## src/rtl/nonce_result_reader.sv

```systemverilog
// Scans NUM_NONCES consecutive hash words in shared memory. It tracks the minimum word and its
// index, and counts the words that fall below a target. The block only reads memory.
module nonce_result_reader #(
    parameter int unsigned NUM_NONCES = 16,
    parameter int unsigned NONCE_W    = (NUM_NONCES > 1) ? $clog2(NUM_NONCES) : 1,
    parameter int unsigned CNT_W      = $clog2(NUM_NONCES + 1)
) (
    input  logic               clk,
    input  logic               reset,
    input  logic               start,
    input  logic [15:0]        result_addr,
    input  logic [31:0]        target,
    output logic               done,
    output logic               mem_clk,
    output logic               mem_we,
    output logic [15:0]        mem_addr,
    output logic [31:0]        mem_write_data,
    input  logic [31:0]        mem_read_data,
    output logic [NONCE_W-1:0] best_nonce,
    output logic [31:0]        best_hash,
    output logic               found,
    output logic [CNT_W-1:0]   hit_count
);

    localparam logic [CNT_W-1:0] LastIdx = CNT_W'(NUM_NONCES - 1);
    localparam logic [CNT_W-1:0] EndIdx  = CNT_W'(NUM_NONCES);

    typedef enum logic [1:0] {StIdle, StFetch, StRead} state_e;

    state_e             state_q, state_d;
    logic [15:0]        base_q, base_d;
    logic [31:0]        target_q, target_d;
    logic [CNT_W-1:0]   rd_idx_q, rd_idx_d;
    logic [CNT_W-1:0]   cap_idx_q, cap_idx_d;
    logic [31:0]        best_hash_q, best_hash_d;
    logic [NONCE_W-1:0] best_nonce_q, best_nonce_d;
    logic [CNT_W-1:0]   hit_count_q, hit_count_d;
    logic               found_q, found_d;

    always_ff @(posedge clk or posedge reset) begin
        if (reset) begin
            state_q      <= StIdle;
            base_q       <= '0;
            target_q     <= '0;
            rd_idx_q     <= '0;
            cap_idx_q    <= '0;
            best_hash_q  <= '1;
            best_nonce_q <= '0;
            hit_count_q  <= '0;
            found_q      <= 1'b0;
        end else begin
            state_q      <= state_d;
            base_q       <= base_d;
            target_q     <= target_d;
            rd_idx_q     <= rd_idx_d;
            cap_idx_q    <= cap_idx_d;
            best_hash_q  <= best_hash_d;
            best_nonce_q <= best_nonce_d;
            hit_count_q  <= hit_count_d;
            found_q      <= found_d;
        end
    end

    always_comb begin
        state_d      = state_q;
        base_d       = base_q;
        target_d     = target_q;
        rd_idx_d     = rd_idx_q;
        cap_idx_d    = cap_idx_q;
        best_hash_d  = best_hash_q;
        best_nonce_d = best_nonce_q;
        hit_count_d  = hit_count_q;
        found_d      = found_q;
        unique case (state_q)
            StIdle: begin
                if (start) begin
                    base_d       = result_addr;
                    target_d     = target;
                    best_hash_d  = '1;
                    best_nonce_d = '0;
                    hit_count_d  = '0;
                    found_d      = 1'b0;
                    rd_idx_d     = '0;
                    cap_idx_d    = '0;
                    state_d      = StFetch;
                end
            end
            StFetch: begin
                rd_idx_d = rd_idx_q + CNT_W'(1);
                state_d  = StRead;
            end
            StRead: begin
                if (rd_idx_q != EndIdx) begin
                    rd_idx_d = rd_idx_q + CNT_W'(1);
                end
                // Strict compare keeps the lowest index on ties.
                if (mem_read_data < best_hash_q) begin
                    best_hash_d  = mem_read_data;
                    best_nonce_d = cap_idx_q[NONCE_W-1:0];
                end
                if (mem_read_data < target_q) begin
                    hit_count_d = hit_count_q + CNT_W'(1);
                    found_d     = 1'b1;
                end
                if (cap_idx_q == LastIdx) begin
                    state_d = StIdle;
                end else begin
                    cap_idx_d = cap_idx_q + CNT_W'(1);
                end
            end
            default: state_d = StIdle;
        endcase
    end

    // Once every word has been requested the last address is held; that read is never captured.
    always_comb begin
        mem_addr = '0;
        unique case (state_q)
            StFetch: mem_addr = base_q;
            StRead: begin
                if (rd_idx_q == EndIdx) begin
                    mem_addr = base_q + 16'(LastIdx);
                end else begin
                    mem_addr = base_q + 16'(rd_idx_q);
                end
            end
            default: mem_addr = '0;
        endcase
    end

    assign done           = (state_q == StIdle);
    assign mem_clk        = clk;
    assign mem_we         = 1'b0;
    assign mem_write_data = '0;
    assign best_nonce     = best_nonce_q;
    assign best_hash      = best_hash_q;
    assign found          = found_q;
    assign hit_count      = hit_count_q;

endmodule
```

## config.mk

```make
export PLATFORM = sky130hd
export DESIGN_NAME = nonce_result_reader
export DESIGN_NICKNAME = d
export VERILOG_FILES = /design/src/rtl/nonce_result_reader.sv
export SDC_FILE = /design/constraint.sdc
export NUM_CORES = 1
export LEC_CHECK = 0
export ABC_AREA = 1
export CORE_MARGIN = 1.5
export CORE_UTILIZATION = 54
export CTS_CLUSTER_SIZE = 24
export DETAILED_ROUTE_END_ITERATION = 6
export PLACE_DENSITY = 0.87
export SLEW_MARGIN = 20
export SYNTH_ARGS = -nofsm -noshare
export SYNTH_HDL_FRONTEND = slang
export SYNTH_SLANG_ARGS = --single-unit
```

## constraint.sdc

```tcl
create_clock -name clk -period 5.2 [get_ports clk]
set_input_delay 0.78 -clock clk [delete_from_list [all_inputs] [get_ports clk]]
set_output_delay 0.78 -clock clk [all_outputs]
set_load 0.05 [all_outputs]
```

; Word-level counts from Yosys, hierarchy flattened
; Cells that the tools add are included.
[word_totals]
ff_bits = 102
[classes]
n_addsub = 5
n_lt_le_gt_ge = 2
eq_ne = 11
muxes = 21
reduce_logical = 9
[op_table]
columns = op, n
row1 = $lt A32 B32 Y1, 2
row2 = $mux W32, 2
row3 = $pmux W32 S2, 1
row4 = $pmux W16 S2, 1
row5 = $mux W5, 4
row6 = $pmux W5 S2, 2
row7 = $add A16 B4 Y16 const B, 1
row8 = $add A16 B5 Y16, 1
row9 = $mux W16, 1
row10 = $add A5 B1 Y5 const B, 3
row11 = $pmux W5 S3, 1
row12 = $ne A2 B2 Y1 const B, 6
row13 = $reduce_and A3 Y1, 4
row14 = $mux W4, 2
row15 = $pmux W4 S2, 1
row16 = $pmux W2 S3, 1
row17 = $eq A5 B4 Y1 const B, 1
row18 = $eq A5 B5 Y1 const B, 1
row19 = $ne A5 B5 Y1 const B, 1
row20 = $mux W2, 2
row21 = $reduce_and A2 Y1, 2
row22 = $reduce_bool A3 Y1, 1
row23 = $eq A2 B1 Y1 const B, 1
row24 = $eq A2 B2 Y1 const B, 1
row25 = other kinds (4), 5

; Logic depth before layout (Yosys ltp)
; Gate-level depths: netlist of run 1.
[logic_depth]
depth_word = 3
mapped_depth = 18
mapped_depth_nobuf = 18

==> impl_results.md, run 1 <==
* Outcome: completed
* Total track usage at 25.8%
* Total gr overflow at 0
* Psw at 2.52 mW
* Fin crit period at 4820 ps
* Hold WC Path Type: flop to flop
* Sequential Area at 2590 sq um
* Number of max-cap violations at 0
* WHS Path Cells at 2
* Synth area leader: dfrtp_1
* P_leak at 4.38 nW
* Area delta synth->final at 25.5%
* IO Pins at 176
* Remaining DRCs at 0
* Clock network power share at 16.7%
* Data arrival, critical path at 4040 ps
* Worst-Skew Late Latency at 470 ps
* FF-to-FF Start: best_hash[5]$_DFFE_PP1P_
* Main combinational cell family by area after synthesis: simple AND/OR/NAND/NOR gates
* Die width at 117 um
* R2R setup slack at 2510 ps
* CTS Hold Buffers Added at 0
* DRT iter0 DRCs at 295
* Ant. Diodes at 0
* Max_slew headroom at 43.5%
* Starting density of the core at 55.4%
* Nets at 1210
* Die area at 13600 sq um
* Int Pwr at 2.73 mW
* RR Endpoint: best_hash[14]$_DFFE_PP1P_
* Unrepaired setup endpoints after global routing: no
* Slowest stage delay, CP at 820 ps
* Yosys reg bits at 102
* Mapped cell area at 6990 sq um
* Yosys top cell area share at 25.1%
* Hold path start: best_nonce[2]$_DFFE_PP0P_
* Post-route ant nets at 0
* Area of the multi-input gates at 3640 sq um
* Mean Syn Cell Area at 7.59 sq um
* Worst IR drop on VDD at 0.393 mV
* Slew @ Worst Pin at 846 ps
* Max-slew violations at 0
* Initial antenna violation count at 0
* Register area share after synthesis at 37.1%
* CTS resizes at 0
* Fin crit share at 92.8%
* WP data required at 4420 ps
* # fillers at 1033
* Netlist cell types at 39
* Cell count after synthesis at 920
* Routability cong. at 0.894
* Final WL at 16.9 mm
* Core Region at 12600 sq um
* Crit-path slowest cell: clkdlybuf4s50_1
* Die H at 117 um
* Post-synthesis xor/xnor area fraction at 0.502%
* Routed vias at 6255
* CTS tree: done
* Synth area leaders: dfrtp_1 (25%), nand2_1 (14%), ha_1 (14%)
* Setup Buffers After CTS at 0
* Layout cells sized above 1 at 9.88%
* Post-detail-place hpwl at 12.0 mm
* Setup Crit Path Kind: flop to output port
* Port Buffer Count at 142
* # rows at 41
* Final Skew at 6.12 ps
* Total number of yosys warnings at 0
* Final non-filler cell total at 1225
* Final Setup Violations at 0
* Sequential power share at 28.2%
* CP Launch Type: flop
* Setup TNS at 0 ps
* Mux share of post-synthesis cell area at 0%
* First-pass GRT wire length at 27.5 mm
* Clk pin slew, worst setup/hold paths at 70 ps
* Gate power share at 55.1%
* Routed length per instance at 13.8 um
* Switching fraction of total power at 48.0%
* Adder-Cell Fraction of Synth Area at 14.3%
* Critical path fanouts, max at 5
* Crit path capture type: output port
* Vias in the first global route at 5932
* Largest net degree at the start of global routing at 92
* Placed cells at 1206
* Crit path cell chain: inv_1 -> ha_1 -> nand4_1 -> nand2_1 -> ha_1 -> inv_1 -> fa_1 -> inv_1 -> nand3_1 -> nand2_1 -> nand2_1 -> a21oi_2 -> nand2_1 -> nor2_2 -> nand2_1 -> nand2_1 -> nand2_1 -> a21oi_1 -> clkdlybuf4s50_1
* Final Power at 5.25 mW
* Compound-cell area share of the yosys netlist at 10.4%
* Hold Path End: best_nonce[2]$_DFFE_PP0P_
* CP most frequent cell: nand2_1
* Pwr/cell area at 599 nW/um^2
* TritonRoute pass-1 iters at 6
* R2R depth at 14
* Routed vias/inst at 5.11
* Final Hold Vio Count at 0
* Achievable frequency at 0.207 GHz
* Synth Area in Simple Gates at 25.2%
## power by group through the flow
stage               combinational, mW  sequential [mW]  clock (mW)
finish                           2.89             1.48       0.877
global route                     3.21             1.52       0.925
CTS                              2.90             1.48       0.889
detailed placement               2.88             1.49      0.0444
global placement                 2.78             1.47      0.0444
floorplan                        1.65             1.92      0.0415
## metrics by stage
stage	area (sq um)	util (%)	setup slack [ps]	hold slack [ps]
CTS	8760	69.4	377	475
detailed placement	8370	66.3	887	459
floorplan	7110	-	1400	449
global placement	8370	66.3	1060	453
global route	8760	69.4	22.2	491
finish	8760	69.4	376	471
## cell families (layout without fill, tap and decap cells)
group,count (synthesis),after routing
buf+inv,187,288
compound gates,137,137
simple gates,410,410
fa+ha+maj,79,79
xor+xnor,4,4
other cells,1,33
flops,102,102
## area by class of cell
| cell class | instances | area share [%] |
|---|---|---|
| Clock inverter | 4 | 0.600 |
| Inverter | 123 | 5.33 |
| Timing Repair Buffer | 145 | 16.4 |
| Clock buffer | 16 | 4.01 |
| Multi-Input combinational cell | 663 | 41.6 |
| Tap cell | 172 | 2.46 |
| Sequential cell | 102 | 29.6 |
## synth_stat cells
library cell,instances
nand2_1,263
inv_1,117
ha_1,78
dfrtp_1,70
o21ai_0,68
nand3_1,62
a21oi_1,53
buf_4,38
dfstp_2,32
or2_2,32
nor2_1,30
clkbuf_1,19
nor3_1,7
inv_2,6
nand4_1,5
a31oi_1,3
buf_6,3
xor2_1,3
a21oi_2,2
buf_1,2
buf_2,2
nand2_2,2
nand2_4,2
nor2_2,2
o211ai_1,2
o21a_1,2
o21bai_1,2
o22ai_1,2
a2bb2oi_1,1
a32o_1,1
conb_1,1
fa_1,1
nand3b_1,1
nor3_2,1
nor3b_1,1
nor4_1,1
o21ai_2,1
or2_1,1
xnor2_1,1
## placed cells by master, fill, tap and decap left out, drive strengths merged
cell type,synthesis,final
nand2,267,267
clkdlybuf4s50,0,142
inv,123,124
ha,78,78
dfrtp,70,70
o21ai,69,69
nand3,62,62
a21oi,55,55
conb,1,33
or2,33,33
dfstp,32,32
nor2,32,32
clkbuf,19,15
nor3,8,8
nand4,5,5
buf,45,4
a31oi,3,3
xor2,3,3
o21a,2,2
o211ai,2,2
o21bai,2,2
o22ai,2,2
clkinv,0,2
nor3b,1,1
nor4,1,1
a2bb2oi,1,1
xnor2,1,1
nand3b,1,1
a32o,1,1
fa,1,1
bufinv,0,1
## state kept, by name (all words and copies together), names as in the netlist
name	cells
base_q	16
best_hash	32
best_nonce	4
cap_idx_q	5
found	1
hit_count	5
rd_idx_q	5
state_q	2
target_q	32
## worst max path at each step
stage                       startpoint           end  slack [ps]  cells past startpoint
3_5_place_dp   rd_idx_q[0]$_DFFE_PP0P_  mem_addr[12]         890                     19
6_report       rd_idx_q[0]$_DFFE_PP0P_  mem_addr[12]         380                     19
2_1_floorplan  rd_idx_q[0]$_DFFE_PP0P_  mem_addr[12]        1400                     18
4_1_cts        rd_idx_q[0]$_DFFE_PP0P_  mem_addr[12]         380                     19
3_3_place_gp   rd_idx_q[0]$_DFFE_PP0P_  mem_addr[12]        1060                     19
5_1_grt        rd_idx_q[0]$_DFFE_PP0P_  mem_addr[12]          20                     19
## worst max-delay path, delay by kind of cell (launching register included)
| family | cells | cell delay, ps |
|---|---|---|
| buffers and inverters | 4 | 1100 |
| AOI/OAI and AO/OA | 2 | 310 |
| DFF | 1 | 400 |
| adders and majority gates | 3 | 770 |
| and+or+nand+nor | 10 | 1000 |
## metal layers
layer	share of wire, %	wire (um)	track usage [%]	vias to the layer above
li1	-	-	-	3117
met1	43	7240	31.8	2902
met2	48	8020	43.2	207
met3	7.1	1200	5.86	29
met4	2.4	411	11.9	0
met5	0	0	0	-
Power figures use the tool's default switching activity.
==> run 2: changes to the inputs <==
--- a/config.mk
+++ b/config.mk
@@ -10,6 +10,7 @@
 export CORE_UTILIZATION = 54
 export CTS_CLUSTER_SIZE = 24
 export DETAILED_ROUTE_END_ITERATION = 6
+export MAX_ROUTING_LAYER = met4
 export PLACE_DENSITY = 0.87
 export SLEW_MARGIN = 20
 export SYNTH_ARGS = -nofsm -noshare
==> run 2 against run 1 <==
Hold slack got worse by 0.55 ps. Core utilization decreased by 0.35 points. Sequential cell count unchanged. Non-clock buffer count unchanged. Highest routed layer unchanged.
==> impl_results.md, run 2 (synthesis gave the netlist of run 1 again) <==
* Outcome: completed
* Final WL at 16.8 mm (-0.63%)
* CP Launch Type: flop
* CTS Hold Buffers Added at 0 (unchanged)
* Final Skew at 6.22 ps (+0.101 ps)
* Setup Buffers After CTS at 0 (unchanged)
* Worst-Skew Late Latency at 470 ps (about the same)
* WP data required at 4420 ps (about the same)
* Layout cells sized above 1 at 9.78% (-0.095 points)
* CTS resizes at 0 (unchanged)
* Die H at 117 um (unchanged)
* Commonest non-fill, non-tap cell in the layout: nand2_1
* Starting density of the core at 55.4% (unchanged)
* Final Power at 5.16 mW (-1.6%)
* DRT iter0 DRCs at 395 (+34%)
* Final Setup Violations at 0 (unchanged)
* Vias in the first global route at 5775 (-2.6%)
* Core Region at 12600 sq um (unchanged)
* Post-detail-place hpwl at 11.9 mm (-0.85%)
* Final hold slack at 471 ps (-0.545 ps)
* Nets at 1210 (unchanged)
* Fin crit share at 92.1% (-0.65 points)
* First-pass GRT wire length at 27.4 mm (-0.23%)
* Remaining DRCs at 0 (unchanged)
* Placed cells at 1206 (unchanged)
* Die width at 117 um (unchanged)
* Slew @ Worst Pin at 980 ps (+134 ps)
* IO Pins at 176 (unchanged)
* Die area at 13600 sq um (unchanged)
* RR Endpoint: best_nonce[2]$_DFFE_PP0P_
* Final Hold Vio Count at 0 (unchanged)
* Most frequent cells in the layout: nand2_1 (263), clkdlybuf4s50_1 (142), inv_1 (116)
* Setup TNS at 0 ps (unchanged)
* Total track usage at 26.6% (+0.83 points)
* Max_slew headroom at 34.7% (-8.9 points)
* R2R depth at 14 (unchanged)
* Area delta synth->final at 24.8%
* Worst IR drop on VDD at 0.346 mV (-12%)
* Routed vias at 6236 (-0.30%)
* Max-slew violations at 0 (unchanged)
* Routed length per instance at 13.7 um (-0.63%)
* R2R setup slack at 2550 ps (+40 ps)
* # rows at 41 (unchanged)
* Data arrival, critical path at 4010 ps (-30 ps)
* Routed vias/inst at 5.09 (-0.30%)
* # fillers at 1067 (+3.3%)
* Post-route ant nets at 0 (unchanged)
* Termination of the worst setup path: mem_addr[12]
* Port Buffer Count at 142 (unchanged)
* TritonRoute pass-1 iters at 5 (-1)
* CTS tree: done
* Ant. Diodes at 0 (unchanged)
* WHS Path Cells at 2 (unchanged)
* Critical path fanouts, max at 5 (unchanged)
* Number of max-cap violations at 0 (unchanged)
* Unrepaired setup endpoints after global routing: no
* Pwr/cell area at 592 nW/um^2 (-1.1%)
* Clk pin slew, worst setup/hold paths at 70 ps (about the same)
* Largest net degree at the start of global routing at 92 (unchanged)
* FF-to-FF Start: best_hash[5]$_DFFE_PP1P_
* Final non-filler cell total at 1225 (unchanged)
* Total gr overflow at 0 (unchanged)
* Initial antenna violation count at 0 (unchanged)
* P_leak at 4.36 nW (-0.54%)
* Crit path launch: rd_idx_q[0]$_DFFE_PP0P_
* Routability cong. at 0.913 (+2.1%)
* Achievable frequency at 0.209 GHz (+0.70%)
* Fin crit period at 4790 ps (-33.8 ps)
* Setup Crit Path Kind: flop to output port
* Crit path capture type: output port
* Hold WC Path Type: flop to flop
-- run 2: how the worst min path moves through the flow --
stage / to / start / slack (ps)
2_1_floorplan: target_q[0]$_DFFE_PP0P_ / target_q[0]$_DFFE_PP0P_ / 450
3_3_place_gp: best_nonce[3]$_DFFE_PP0P_ / best_nonce[3]$_DFFE_PP0P_ / 450
3_5_place_dp: best_nonce[3]$_DFFE_PP0P_ / best_nonce[3]$_DFFE_PP0P_ / 460
4_1_cts: best_hash[19]$_DFFE_PP1P_ / best_hash[19]$_DFFE_PP1P_ / 470
5_1_grt: found$_DFFE_PP0P_ / found$_DFFE_PP0P_ / 480
6_report: best_hash[19]$_DFFE_PP1P_ / best_hash[19]$_DFFE_PP1P_ / 470
-- run 2: layer usage --
layer / vias up / routed length, um / track usage [%]
li1: 3126 / - / -
met1: 2898 / 7440 / 34.3
met2: 186 / 7810 / 40.5
met3: 26 / 1100 / 6.18
met4: 0 / 401 / 11.2
met5: - / 0 / -
-- run 2: area by class of cell --
class	instances	area [sq um]	share of cell area [%]
timing repair buffer	145	1440	16.5
multi-input combinational	663	3640	41.8
sequential	102	2590	29.7
tap	172	215	2.47
inverter	123	464	5.32
clock buffer	15	328	3.76
clock inverter	5	35.0	0.402
-- run 2: worst max-delay path, cell delays in order (launching register included) --
cell and delay, ps:
dfrtp_1 400, inv_1 120, ha_1 180, nand4_1 180, nand2_1 110, ha_1 170, inv_1 80, fa_1 400
inv_1 70, nand3_1 60, nand2_1 100, nand2_1 70, a21oi_2 190, nand2_1 150, nor2_2 150, nand2_1 80
nand2_1 60, nand2_1 40, a21oi_1 130, clkdlybuf4s50_1 810
-- run 2: stage by stage --
step,setup WS [ps],area (sq um),utilization (%)
final,409,8720,69.1
after global routing,99.3,8720,69.1
after CTS,426,8720,69.1
after detailed placement,945,8370,66.3
after global placement,1040,8370,66.3
after floorplan,1400,7110,-
-- run 2: report_power, final --
part,total (mW),switching (mW),internal [mW]
Sequential,1.48,0.241,1.23
Clock,0.801,0.352,0.449
Combinational,2.89,1.92,0.969
==> run 3: changes to the inputs <==
--- a/config.mk
+++ b/config.mk
@@ -8,6 +8,7 @@
 export ABC_AREA = 1
 export CORE_MARGIN = 1.5
 export CORE_UTILIZATION = 54
+export CTS_CLUSTER_DIAMETER = 40
 export CTS_CLUSTER_SIZE = 24
 export DETAILED_ROUTE_END_ITERATION = 6
 export MAX_ROUTING_LAYER = met4
==> results of run 3 <==
Same layout as run 2: the final DEF is identical, and so are final timing and power.
